### config.mk
export PLATFORM = sky130hd
export DESIGN_NAME = dmem_sram_bridge
export DESIGN_NICKNAME = d
export VERILOG_FILES = /design/src/rtl/dmem_sram_bridge.sv
export SDC_FILE = /design/constraint.sdc
export NUM_CORES = 1
export LEC_CHECK = 0
export CORE_MARGIN = 2
export CORE_UTILIZATION = 45
export DETAILED_ROUTE_END_ITERATION = 6
export GPL_TIMING_DRIVEN = 0
export HOLD_SLACK_MARGIN = 0.03
export PLACE_DENSITY_LB_ADDON = 0.08
export SLEW_MARGIN = 20
export SYNTH_ARGS = -nofsm -noshare
export SYNTH_HDL_FRONTEND = slang
export SYNTH_SLANG_ARGS = --single-unit
### constraint.sdc
create_clock -name clk -period 2.9 [get_ports clk]
set_clock_uncertainty 0.15 [all_clocks]
set_input_delay 0.58 -clock clk [delete_from_list [all_inputs] [get_ports clk]]
set_output_delay 0.58 -clock clk [all_outputs]
set_load 0.01 [all_outputs]
### src/rtl/dmem_sram_bridge.sv
// Memory-stage load/store bridge onto a req/addr_ok/data_ok SRAM-like bus.
// Holds the pipeline until the access completes and keeps load data until advance.
module dmem_sram_bridge (
  input  logic        clk,
  input  logic        reset,
  input  logic        mem_ren,
  input  logic        mem_wen,
  input  logic        mem_excep,
  input  logic [31:0] mem_addr,
  input  logic [1:0]  mem_size,
  input  logic        mem_signed,
  input  logic [31:0] mem_wdata,
  input  logic        advance,
  output logic [31:0] mem_rdata,
  output logic        mem_stall,
  output logic        data_req,
  output logic        data_wr,
  output logic [1:0]  data_size,
  output logic [31:0] data_addr,
  output logic [31:0] data_wdata,
  input  logic        data_addr_ok,
  input  logic        data_data_ok,
  input  logic [31:0] data_rdata
);

  typedef enum logic [1:0] {IDLE, REQ, WAIT, DONE} state_t;

  state_t      state_q, state_d;
  logic [31:0] addr_q, addr_d;
  logic [31:0] wdata_q, wdata_d;
  logic [31:0] rdata_q, rdata_d;
  logic [1:0]  size_q, size_d;
  logic        signed_q, signed_d;
  logic        wr_q, wr_d;
  logic        acc;
  logic        capture;

  function automatic logic [31:0] replicate(input logic [1:0] size, input logic [31:0] w);
    case (size)
      2'd0:    return {4{w[7:0]}};
      2'd1:    return {2{w[15:0]}};
      default: return w;
    endcase
  endfunction

  function automatic logic [31:0] extract(input logic [1:0] size, input logic sgn,
                                          input logic [1:0] lo, input logic [31:0] r);
    logic [7:0]  b;
    logic [15:0] h;
    case (lo)
      2'd0:    b = r[7:0];
      2'd1:    b = r[15:8];
      2'd2:    b = r[23:16];
      default: b = r[31:24];
    endcase
    h = lo[1] ? r[31:16] : r[15:0];
    case (size)
      2'd0:    return {{24{sgn & b[7]}}, b};
      2'd1:    return {{16{sgn & h[15]}}, h};
      default: return r;
    endcase
  endfunction

  assign acc = (mem_ren | mem_wen) & ~mem_excep;

  always_comb begin
    state_d  = state_q;
    addr_d   = addr_q;
    wdata_d  = wdata_q;
    rdata_d  = rdata_q;
    size_d   = size_q;
    signed_d = signed_q;
    wr_d     = wr_q;
    capture  = 1'b0;
    case (state_q)
      IDLE: begin
        if (acc) begin
          addr_d   = mem_addr;
          size_d   = mem_size;
          signed_d = mem_signed;
          wr_d     = mem_wen;
          wdata_d  = replicate(mem_size, mem_wdata);
          state_d  = REQ;
        end
      end
      REQ: begin
        if (data_addr_ok) begin
          if (data_data_ok) begin
            capture = 1'b1;
            state_d = DONE;
          end else begin
            state_d = WAIT;
          end
        end
      end
      WAIT: begin
        if (data_data_ok) begin
          capture = 1'b1;
          state_d = DONE;
        end
      end
      DONE: begin
        if (advance) state_d = IDLE;
      end
      default: state_d = IDLE;
    endcase
    // Stores leave the previous load result untouched.
    if (capture && !wr_q) rdata_d = extract(size_q, signed_q, addr_q[1:0], data_rdata);
  end

  always_ff @(posedge clk) begin
    if (reset) begin
      state_q  <= IDLE;
      addr_q   <= '0;
      wdata_q  <= '0;
      rdata_q  <= '0;
      size_q   <= '0;
      signed_q <= 1'b0;
      wr_q     <= 1'b0;
    end else begin
      state_q  <= state_d;
      addr_q   <= addr_d;
      wdata_q  <= wdata_d;
      rdata_q  <= rdata_d;
      size_q   <= size_d;
      signed_q <= signed_d;
      wr_q     <= wr_d;
    end
  end

  assign mem_rdata  = rdata_q;
  assign mem_stall  = acc & (state_q != DONE);
  assign data_req   = (state_q == REQ);
  assign data_wr    = wr_q;
  assign data_size  = size_q;
  assign data_addr  = addr_q;
  assign data_wdata = wdata_q;

endmodule
Yosys cells after proc, flatten, opt, wreduce, memory -nomap -nowiden:

Index checks and enable logic that the tools add are counted.

* bits of input ports: 107
* register bits: 102

* bitwise operators: 6
* multiplexer cells: 14
* reduce and logical (&&, ||, !) cells: 8
* equal/unequal tests: 12

Operators with widths (count)
* $pmux W32 S2: 2
* $pmux W8 S3: 1
* $mux W16: 1
* $eq A2 B1 Y1 const B: 4
* $logic_not A2 Y1: 4
* $mux W2: 4
* $mux W8: 1
* $ne A2 B2 Y1 const B: 4
* $pmux W2 S4: 1
* $eq A2 B2 Y1 const B: 3
* $and A1 B1 Y1: 4
* $reduce_and A4 Y1: 1
* $mux W1: 3
* $ne A2 B1 Y1 const B: 1
* $pmux W1 S2: 1
* $reduce_and A2 Y1: 1
* $logic_and A1 B1 Y1: 1
* $logic_not A1 Y1: 1
* $not A1 Y1: 1
* $or A1 B1 Y1: 1

Logic depth before layout (Yosys ltp):

Gate-level depths: netlist of the first run.

* depth after elaboration: 7
* mapped depth: 7
* mapped depth without buffers: 6

Worst setup path after synthesis of the first run:

No wires, ideal clock.

* kind: register to register
* from: register state_q[1]
* to: register rdata_q[10] (netlist: mem_rdata[10])
* cell stages (with the launch flop): 8
* data arrival time: 1.669 ns
* path slack: 0.945 ns
* clock period less this slack: 1.955 ns
* buffers on the path: 1
* cells stage by stage: dfxtp_1 inv_1 ha_1 a21oi_1 or3_1 buf_2 a31oi_4 a311oi_1

* cells in the longest elaborated chain, start to end: 3

RTL lines
* start: declaration: RTL line 28 `state_t state_q, state_d;`
* start signal: assignment: RTL line 121 `state_q <= state_d;`
* $eq A2 B1 Y1
* named net data_req: RTL line 16 `output logic data_req,`
* $pmux W1 S2: RTL line 75 `case (state_q)`
* $logic_and A1 B1 Y1: RTL line 108 `if (capture && !wr_q) rdata_d = extract(size_q, signed_q, addr_q[1:0], data_rdata);`
* end signal: assignment: RTL line 124 `rdata_q <= rdata_d;`
* end: declaration: RTL line 31 `logic [31:0] rdata_q, rdata_d;`

The timed path passes the listed nets, and every way through them passes these cells.
A chain may end at the register's enable or synchronous reset.

Worst setup path after layout of the first run:

* from: input port mem_wen
* to: output port mem_stall

* cells in the longest elaborated chain, start to end: 3

RTL lines
* start: declaration: RTL line 7 `input logic mem_wen,`
* $or A1 B1 Y1: RTL line 64 `assign acc = (mem_ren | mem_wen) & ~mem_excep;`
* $and A1 B1 Y1: RTL line 64
* $and A1 B1 Y1: RTL line 132 `assign mem_stall = acc & (state_q != DONE);`
* end: declaration: RTL line 15 `output logic mem_stall,`

No other way between the ends.

==> reports/results.ini, run 1 <==
[worst_setup_path]
reg2reg_depth=7
rr_endpoint=mem_rdata[9]$_SDFFE_PP0P_
crit_path_max_fanout=3
endpoint=mem_stall
reg2reg_slack_ns=0.65
required_ns=2.17
crit_start=mem_wen
path_class=in -> out
startpoint_type=input pin
reg2reg_from=state_q[0]$_SDFFE_PP0P_
critPathArrivalTime_ns=1.90
cp-end-kind=output pin

[synthesis]
ys_seq_elements=102
synth_area_mm2=0.00458
ys_types=35
yosysWarnings=0
ys.flop_type=dfxtp_1
netlist_instances=557
synth-async-reset-ratio_pct=0
synth_edf_count=0
ys_seq_area_share_pct=44.5
syn_nets=669
synth_area_per_cell_um2=8.23

[power_and_ir_drop]
power_density_mw_per_mm2=675
vdd_drop_max_uv=360
power_leakage_uw=0.00248

[global_routing]
grt_pass1_vias=4795
grt_use_met3_pct=7.67
grt_use_total_pct=27.8
grt-busiest-layer=met2
grt_util_met1_pct=32.9
grt_max_degree=19
use_met2_pct=47.1
grt_pass1_wl_mm=24.6
antenna_found_initial=0
grt_overflow=0

[floorplanning]
start_util_pct=46.7
fp-row-count=36
die_w_um=105
ios=208
die_h_um=105
die-area_mm2=0.0110
core_mm2=0.00982

[sta]
finalSetupViolations=0
worstMarginPinSlew_ns=0.585
slew_headroom_pct=61.0
max_freq_ghz=0.380
holdWs_ns=0.311
rsz0062_at_grt=no
hold_viol_final=0
drv_slew=0
tns_ns=0
post-route-min-period_ns=2.63
fin_crit_sh_pct=90.8

[clocking]
cts_made_buffers=9
cts_post_setup_buffers_inserted=0
cts_root_buffer=clkbuf_8
cts_sinks=102
cts_max_level=3
path_clk_slew_ns=0.11
clk_path_buf_depth=2
cts_hold_buffers=0
cts_tree=built
insertion_delay_ns=0.36
post_cts_resized=0

[route]
drc_errors=0
ant_nets=0
wl_mm=15.6
vias_per_cell=5.33
first_pass_iters=4
drt_iter0_markers=166
via_count=4854
wl_per_cell_um=17.1

[hold_path]
holdCritPathClass=reg -> reg

[cells_and_area]
areaGrowthSynthToFinish_pct=52.8
fin_nets=884
drive_gt1_share_pct=6.44
diodes=0

[place]
portBuffers=204
gp_congestion=0.945
dp_hpwl_mm=11.8

[job]
cap_violations=0

[status]
status=completed

[cell families (layout without fill, tap and decap cells)]
group	Yosys count	in the layout	share of synthesized area, %
muxes	41	41	9.55
adders and majority gates	5	5	1.36
DFF	102	102	44.5
and+or+nand+nor	221	221	19.7
buffers and inverters	48	268	4.42
AOI/OAI and AO/OA	140	140	20.5
[state kept, by name (all words and copies together), names as in the netlist]
| name | flops |
|---|---|
| signed_q | 1 |
| data_addr | 32 |
| mem_rdata | 32 |
| data_wr | 1 |
| state_q | 2 |
| data_size | 2 |
| data_wdata | 32 |
[cell usage after synthesis (5+ instances only)]
cell type	number	area, um^2
a21oi_1	53	265
mux2i_1	25	250
a311oi_1	15	131
a211oi_1	33	248
dfxtp_1	102	2040
nand2_1	133	499
nor2_1	62	233
nor2b_1	10	62.6
nand2b_1	8	50.1
a22oi_1	13	97.6
buf_2	12	60.1
o21ai_0	17	85.1
mux2_2	13	146
ha_1	5	62.6
clkbuf_1	27	101
[through the flow]
stage	setup WS, ns	cells	instance area (um^2)	util, %	power, uW
finish	0.268	910	7010	71.3	4730
global route	0.233	910	7010	71.3	5010
CTS	0.267	910	7010	71.3	4740
detailed placement	0.276	894	6790	69.2	3780
global placement	0.275	894	6790	69.2	3720
floorplan	0.945	557	4580	-	2850
[cell usage in the layout, fill, tap and decap left out, types with 2 or more instances in the layout]
cell type          n
nor2b_1           10
o21ai_0           17
nor2_1            62
nand2b_1           8
mux2_4             2
clkdlybuf4s50_1  204
nand2_1          133
a22oi_1           13
a21oi_1           53
clkbuf_1          27
a211oi_1          33
ha_1               5
inv_6              2
a311oi_1          15
mux2_2            13
a31oi_4            2
dfxtp_1          102
inv_1              4
nor3_1             2
buf_1              4
clkbuf_8          10
buf_2             12
mux2i_1           25
[per-layer routing]
layer / share of wire (%) / vias to the layer above
met5: 0 / -
met4: 3.3 / 0
met3: 8.8 / 35
met2: 48 / 195
met1: 40 / 2277
li1: - / 2347
[worst min-delay path by stage]
stage	startpoint	depth (start not counted)	slack, ns	endpoint
floorplan	data_addr[10]$_SDFFE_PP0P_	2	0.33	data_addr[10]$_SDFFE_PP0P_
global placement	data_addr[26]$_SDFFE_PP0P_	2	0.29	data_addr[26]$_SDFFE_PP0P_
detailed placement	data_addr[7]$_SDFFE_PP0P_	2	0.30	data_addr[7]$_SDFFE_PP0P_
CTS	data_addr[7]$_SDFFE_PP0P_	2	0.31	data_addr[7]$_SDFFE_PP0P_
global route	data_addr[25]$_SDFFE_PP0P_	2	0.34	data_addr[25]$_SDFFE_PP0P_
finish	data_addr[7]$_SDFFE_PP0P_	2	0.31	data_addr[7]$_SDFFE_PP0P_
[worst max-delay path: stages]
cell and delay [ns]:
clkdlybuf4s50_1 0.53, o21bai_1 0.13, nor2_1 0.11, clkdlybuf4s50_1 0.55
[power by group]
part           internal, uW  leakage (uW)  switching [uW]
sequential             1660      0.000833             166
clock                   437      0.000105             534
combinational           953       0.00154             976
[layout make-up]
cell class                 instances  area, um^2
fill                             823        2810
multi-input combinational        407        2340
sequential                       102        2040
timing repair buffer             204        2040
buffer                            44         188
tap                              133         166
clock buffer                      10         138
clock inverter                     6        75.1
inverter                           4        15.0
No activity file was read; power rests on OpenSTA's default activity.
==> run 2, diff against run 1 <==
--- a/config.mk
+++ b/config.mk
@@ -5,11 +5,11 @@
 export SDC_FILE = /design/constraint.sdc
 export NUM_CORES = 1
 export LEC_CHECK = 0
-export CORE_MARGIN = 2
 export CORE_UTILIZATION = 45
 export DETAILED_ROUTE_END_ITERATION = 6
 export GPL_TIMING_DRIVEN = 0
-export HOLD_SLACK_MARGIN = 0.03
+export HOLD_SLACK_MARGIN = 0.05
+export MAX_ROUTING_LAYER = met4
 export PLACE_DENSITY_LB_ADDON = 0.08
 export SLEW_MARGIN = 20
 export SYNTH_ARGS = -nofsm -noshare
==> run 2 against run 1 <==
Effect of this change: design area about the same; sequential power barely moved; global-route usage up 1.4 points; total power down 0.34%.
==> reports/results.ini, run 2 (synthesis gave the netlist of run 1 again) <==
[worst_setup_path]
worst_path_max_delay_cell=clkdlybuf4s50_1  ; unchanged
crit_chain=clkdlybuf4s50_1, o21bai_1, nor2_1, clkdlybuf4s50_1  ; unchanged
required_ns=2.17  ; about the same
critPathArrivalTime_ns=1.88  ; was 1.90 ns
crit_path_max_incr_delay_ns=0.54  ; was 0.55 ns
startpoint_type=input pin  ; unchanged
cp_common_cell=clkdlybuf4s50_1  ; unchanged
crit_path_max_fanout=3  ; unchanged
crit_start=mem_wen  ; unchanged
cp-end-kind=output pin  ; unchanged
path_class=in -> out  ; unchanged
reg2reg_from=state_q[0]$_SDFFE_PP0P_  ; unchanged

[sta]
tns_ns=0  ; unchanged
hold_viol_final=0  ; unchanged
post-route-min-period_ns=2.61  ; was 2.63 ns
finalSetupViolations=0  ; unchanged
fin_crit_sh_pct=90.1  ; was 90.8%
drv_slew=0  ; unchanged
max_freq_ghz=0.383  ; was 0.380 GHz
rsz0062_at_grt=no  ; unchanged
slew_headroom_pct=61.3  ; was 61.0%
holdWs_ns=0.308  ; was 0.311 ns
worstMarginPinSlew_ns=0.581  ; was 0.585 ns

[cells_and_area]
areaGrowthSynthToFinish_pct=52.9  ; was 52.8%
fin_cells=910  ; unchanged
final_common_cell=clkdlybuf4s50_1  ; unchanged
final_cell_mix=clkdlybuf4s50_1 (204), nand2_1 (133), dfxtp_1 (102)  ; unchanged
fin_nets=884  ; unchanged
diodes=0  ; unchanged
drive_gt1_share_pct=6.44  ; unchanged
n_fill_cell=808  ; was 823

[clocking]
cts_max_level=3  ; unchanged
cts_post_setup_buffers_inserted=0  ; unchanged
cts_sinks=102  ; unchanged
path_clk_slew_ns=0.10  ; was 0.11 ns
cts_tree=built  ; unchanged
clk_path_buf_depth=2  ; unchanged
cts_hold_buffers=0  ; unchanged
cts_made_buffers=9  ; unchanged
cts_root_buffer=clkbuf_8  ; unchanged
post_cts_resized=0  ; unchanged
insertion_delay_ns=0.37  ; was 0.36 ns

[job]
cap_violations=0  ; unchanged

[route]
wl_mm=14.9  ; was 15.6 mm
drt_iter0_markers=160  ; was 166
wl_per_cell_um=16.4  ; was 17.1 um
drc_errors=0  ; unchanged
first_pass_iters=4  ; unchanged
ant_nets=0  ; unchanged
vias_per_cell=5.37  ; was 5.33
via_count=4885  ; was 4,854

[global_routing]
grt_pass1_wl_mm=22.7  ; was 24.6 mm
grt_use_total_pct=29.2  ; was 27.8%
grt_max_degree=19  ; unchanged
antenna_found_initial=0  ; unchanged
grt_overflow=0  ; unchanged
grt_pass1_vias=4671  ; was 4,795

[place]
dp_hpwl_mm=11.5  ; was 11.8 mm
portBuffers=204  ; unchanged
gp_congestion=0.883  ; was 0.945
dp_cells=894  ; unchanged

[floorplanning]
core_mm2=0.00982  ; unchanged
die-area_mm2=0.0106  ; was 0.0110 mm^2
die_h_um=103  ; was 105 um
fp-row-count=36  ; unchanged
start_util_pct=46.7  ; unchanged
ios=208  ; unchanged
die_w_um=103  ; was 105 um

[hold_path]
hold_path_startpoint=data_addr[24]$_SDFFE_PP0P_  ; was data_addr[7]$_SDFFE_PP0P_
holdCritPathClass=reg -> reg  ; unchanged

[power_and_ir_drop]
power_density_mw_per_mm2=672  ; was 675 mW/mm^2
power_leakage_uw=0.00248  ; about the same
seq_power_share_pct=38.8  ; was 38.6%
switchingPower_uw=1660  ; was 1680 uW
vdd_drop_max_uv=393  ; was 360 uV
combPwrFrac_pct=40.8  ; about the same
switching_share_pct=35.3  ; was 35.5%
p_int_uw=3050  ; about the same
p_clk_share_pct=20.4  ; was 20.6%

[status]
status=completed  ; unchanged

==> run 2: layer usage <==
metal,share of wire [%],track usage (%)
met1,40,33.7
met2,48,47.7
met3,8.5,7.32
met4,3.4,13.3
met5,0,-
==> run 2: worst paths after layout <==
path	endpoint	slack, ns	cells after the start
hold / removal	data_addr[24]$_SDFFE_PP0P_	0.31	2
setup / recovery	mem_stall	0.29	4
setup reg to reg	mem_rdata[13]$_SDFFE_PP0P_	0.62	7
hold reg to reg	data_addr[24]$_SDFFE_PP0P_	0.31	2
==> run 2: critical path, delay by kind of cell <==
family	cells	cell delay, ns
AOI/OAI and AO/OA	1	0.13
buffers and inverters	2	1.07
and+or+nand+nor	1	0.10
==> run 2: power by group through the flow <==
stage / registers, uW / clock network [uW] / logic (uW)
after detailed placement: 1850 / 0 / 1920
after floorplan: 1940 / 0 / 905
after global placement: 1840 / 0 / 1880
final: 1830 / 962 / 1920
after CTS: 1820 / 972 / 1930
after global routing: 1850 / 1030 / 2110
==> run 2: area by class of cell <==
cell class                      instances  area (um^2)  area share, %
Inverter                                4         15.0          0.214
Buffer                                 44          188           2.68
Timing Repair Buffer                  204         2040           29.1
Clock inverter                          6         80.1           1.14
Tap cell                              133          166           2.37
Sequential cell                       102         2040           29.1
Clock buffer                           10          138           1.96
Multi-Input combinational cell        407         2340           33.4
==> run 2: per-stage QoR <==
stage | area, um^2 | setup WS (ns) | power (uW) | utilization (%)
global route | 7010 | 0.209 | 4990 | 71.4
global placement | 6790 | 0.281 | 3720 | 69.2
floorplan | 4580 | 0.945 | 2850 | -
CTS | 7010 | 0.272 | 4730 | 71.4
finish | 7010 | 0.287 | 4710 | 71.4
detailed placement | 6790 | 0.280 | 3780 | 69.2
==> run 3, diff against run 2 <==
--- a/config.mk
+++ b/config.mk
@@ -7,10 +7,10 @@
 export LEC_CHECK = 0
 export CORE_UTILIZATION = 45
 export DETAILED_ROUTE_END_ITERATION = 6
-export GPL_TIMING_DRIVEN = 0
+export GPL_TIMING_DRIVEN = 1
 export HOLD_SLACK_MARGIN = 0.05
 export MAX_ROUTING_LAYER = met4
-export PLACE_DENSITY_LB_ADDON = 0.08
+export PLACE_DENSITY = 0.82
 export SLEW_MARGIN = 20
 export SYNTH_ARGS = -nofsm -noshare
 export SYNTH_HDL_FRONTEND = slang
==> run 3 against run 2 <==
Effect of this change: flip-flop and latch count stayed put; non-clock buffer count is 29 lower; worst setup slack better by 0.045 ns; critical path depth stayed put; first-iteration DRC count is 34% higher; sequential share of layout area is 0.15 points higher; global-route usage hardly changed; design area is 0.52% lower; die area stayed put.
==> reports/results.ini, run 3 (synthesis gave the netlist of run 1 again) <==
[status]
status=completed  ; unchanged

[place]
dp_slack_ns=0.272  ; was 0.280 ns
portBuffers=207  ; was 204
dp_hpwl_mm=11.2  ; was 11.5 mm
gp_congestion=0.887  ; was 0.883
placed_area_mm2=0.00677  ; was 0.00679 mm^2

[power_and_ir_drop]
power_leakage_uw=0.00246  ; was 0.00248 uW
switching_share_pct=35.7  ; was 35.3%
p_int_uw=3030  ; was 3050 uW
seq_power_share_pct=39.1  ; was 38.8%
p_clk_share_pct=20.2  ; was 20.4%
power_density_mw_per_mm2=676  ; was 672 mW/mm^2
switchingPower_uw=1680  ; was 1660 uW
vdd_drop_max_uv=384  ; was 393 uV
combPwrFrac_pct=40.7  ; was 40.8%

[global_routing]
grt-busiest-layer=met2  ; unchanged
grt_max_degree=65  ; was 19
use_met2_pct=48.3  ; was 47.7%
grt_util_met1_pct=33.2  ; was 33.7%
antenna_found_initial=0  ; unchanged
grt_use_met3_pct=7.25  ; was 7.32%
grt_pass1_wl_mm=22.7  ; about the same
grt_overflow=0  ; unchanged
grt_pass1_vias=4596  ; was 4,671
grt_use_total_pct=29.2  ; about the same

[clocking]
cts_root_buffer=clkbuf_8  ; unchanged
cts_made_buffers=9  ; unchanged
post_cts_resized=0  ; unchanged
cts_sinks=102  ; unchanged
cts_tree=built  ; unchanged
insertion_delay_ns=0.37  ; about the same
cts_max_level=3  ; unchanged
path_clk_slew_ns=0.10  ; about the same
cts_hold_buffers=0  ; unchanged
clk_path_buf_depth=2  ; unchanged
cts_post_setup_buffers_inserted=0  ; unchanged

[route]
drc_errors=0  ; unchanged
drt_iter0_markers=214  ; was 160
wl_mm=15.2  ; was 14.9 mm
vias_per_cell=5.45  ; was 5.37
wl_per_cell_um=17.3  ; was 16.4 um
via_count=4798  ; was 4,885
ant_nets=0  ; unchanged
first_pass_iters=5  ; was 4

[worst_setup_path]
cp_top_family=buffers and inverters  ; unchanged
worst_path_max_delay_cell=clkdlybuf4s50_1  ; unchanged
worst-path-buf-inv=2  ; unchanged
required_ns=2.17  ; about the same
cp-end-kind=output pin  ; unchanged
critPathArrivalTime_ns=1.84  ; was 1.88 ns
reg2reg_slack_ns=0.55  ; was 0.62 ns
path_class=in -> out  ; unchanged
crit_path_max_incr_delay_ns=0.54  ; about the same
crit_chain=clkdlybuf4s50_1, o21bai_1, nor2_1, clkdlybuf4s50_1  ; unchanged
crit_path_max_fanout=3  ; unchanged
startpoint_type=input pin  ; unchanged
cp_common_cell=clkdlybuf4s50_1  ; unchanged

[cells_and_area]
n_fill_cell=783  ; was 808
multi_input_area_mm2=0.00235  ; was 0.00234 mm^2
fin_nets=855  ; was 884
seqCellArea_mm2=0.00204  ; unchanged
final_common_cell=clkdlybuf4s50_1  ; unchanged
stdcell_area_mm2=0.00697  ; was 0.00701 mm^2
fin_util_pct=71.0  ; was 71.4%
areaGrowthSynthToFinish_pct=52.1  ; was 52.9%
drive_gt1_share_pct=6.82  ; was 6.44%
final_cell_mix=clkdlybuf4s50_1 (206), nand2_1 (133), dfxtp_1 (102)  ; was clkdlybuf4s50_1 (204), nand2_1 (133), dfxtp_1 (102)
diodes=0  ; unchanged

[sta]
drv_slew=0  ; unchanged
slew_headroom_pct=59.7  ; was 61.3%
rsz0062_at_grt=no  ; unchanged
finalSetupViolations=0  ; unchanged
max_freq_ghz=0.389  ; was 0.383 GHz
tns_ns=0  ; unchanged
post-route-min-period_ns=2.57  ; was 2.61 ns
setup_slack_ns=0.331  ; was 0.287 ns
fin_crit_sh_pct=88.6  ; was 90.1%
hold_viol_final=0  ; unchanged
worstMarginPinSlew_ns=0.604  ; was 0.581 ns
holdWs_ns=0.311  ; was 0.308 ns

[floorplanning]
die_h_um=103  ; unchanged
die-area_mm2=0.0106  ; unchanged
core_mm2=0.00982  ; unchanged
ios=208  ; unchanged
start_util_pct=46.7  ; unchanged
fp-row-count=36  ; unchanged
die_w_um=103  ; unchanged

[job]
cap_violations=0  ; unchanged

[hold_path]
holdCritPathClass=reg -> reg  ; unchanged

run 3: path summary, 6_finish.rpt:
kind                               from                    endpoint  depth (start not counted)
max                             mem_wen                   mem_stall                          4
min          data_addr[14]$_SDFFE_PP0P_  data_addr[14]$_SDFFE_PP0P_                          2
max reg2reg     state_q[1]$_SDFFE_PP0P_   mem_rdata[6]$_SDFFE_PP0P_                          7
min reg2reg  data_addr[14]$_SDFFE_PP0P_  data_addr[14]$_SDFFE_PP0P_                          2
run 3: metrics by stage:
stage               total power, uW  std cells
global route                   4960        881
CTS                            4720        881
finish                         4710        881
detailed placement             3780        865
global placement               3710        865
floorplan                      2850        557
run 3: area by class of cell:
cell class / instances / area share, %
clock buffer: 9 / 1.78
clock inverter: 7 / 1.18
timing repair buffer: 219 / 31.5
sequential: 102 / 29.3
tap: 133 / 2.39
multi-input combinational: 407 / 33.7
inverter: 4 / 0.215
run 3: routing by layer:
| layer | part of all wire (%) | up-vias |
|---|---|---|
| met5 | 0 | - |
| met3 | 8.7 | 29 |
| met4 | 2.7 | 0 |
| li1 | - | 2306 |
| met2 | 48 | 222 |
| met1 | 41 | 2241 |
run 3: worst min-delay path, delay by kind of cell (launching register included):
kind             cells  cell delay (ns)
flip-flops           1             0.32
AO/OA/AOI/OAI        1             0.05
AND/OR/NAND/NOR      1             0.05
run 3: power by group through the flow:
stage	logic, uW	registers, uW	clock network (uW)
detailed placement	1910	1870	0
CTS	1910	1840	961
global route	2090	1870	1010
floorplan	905	1940	0
finish	1920	1840	954
global placement	1860	1850	0
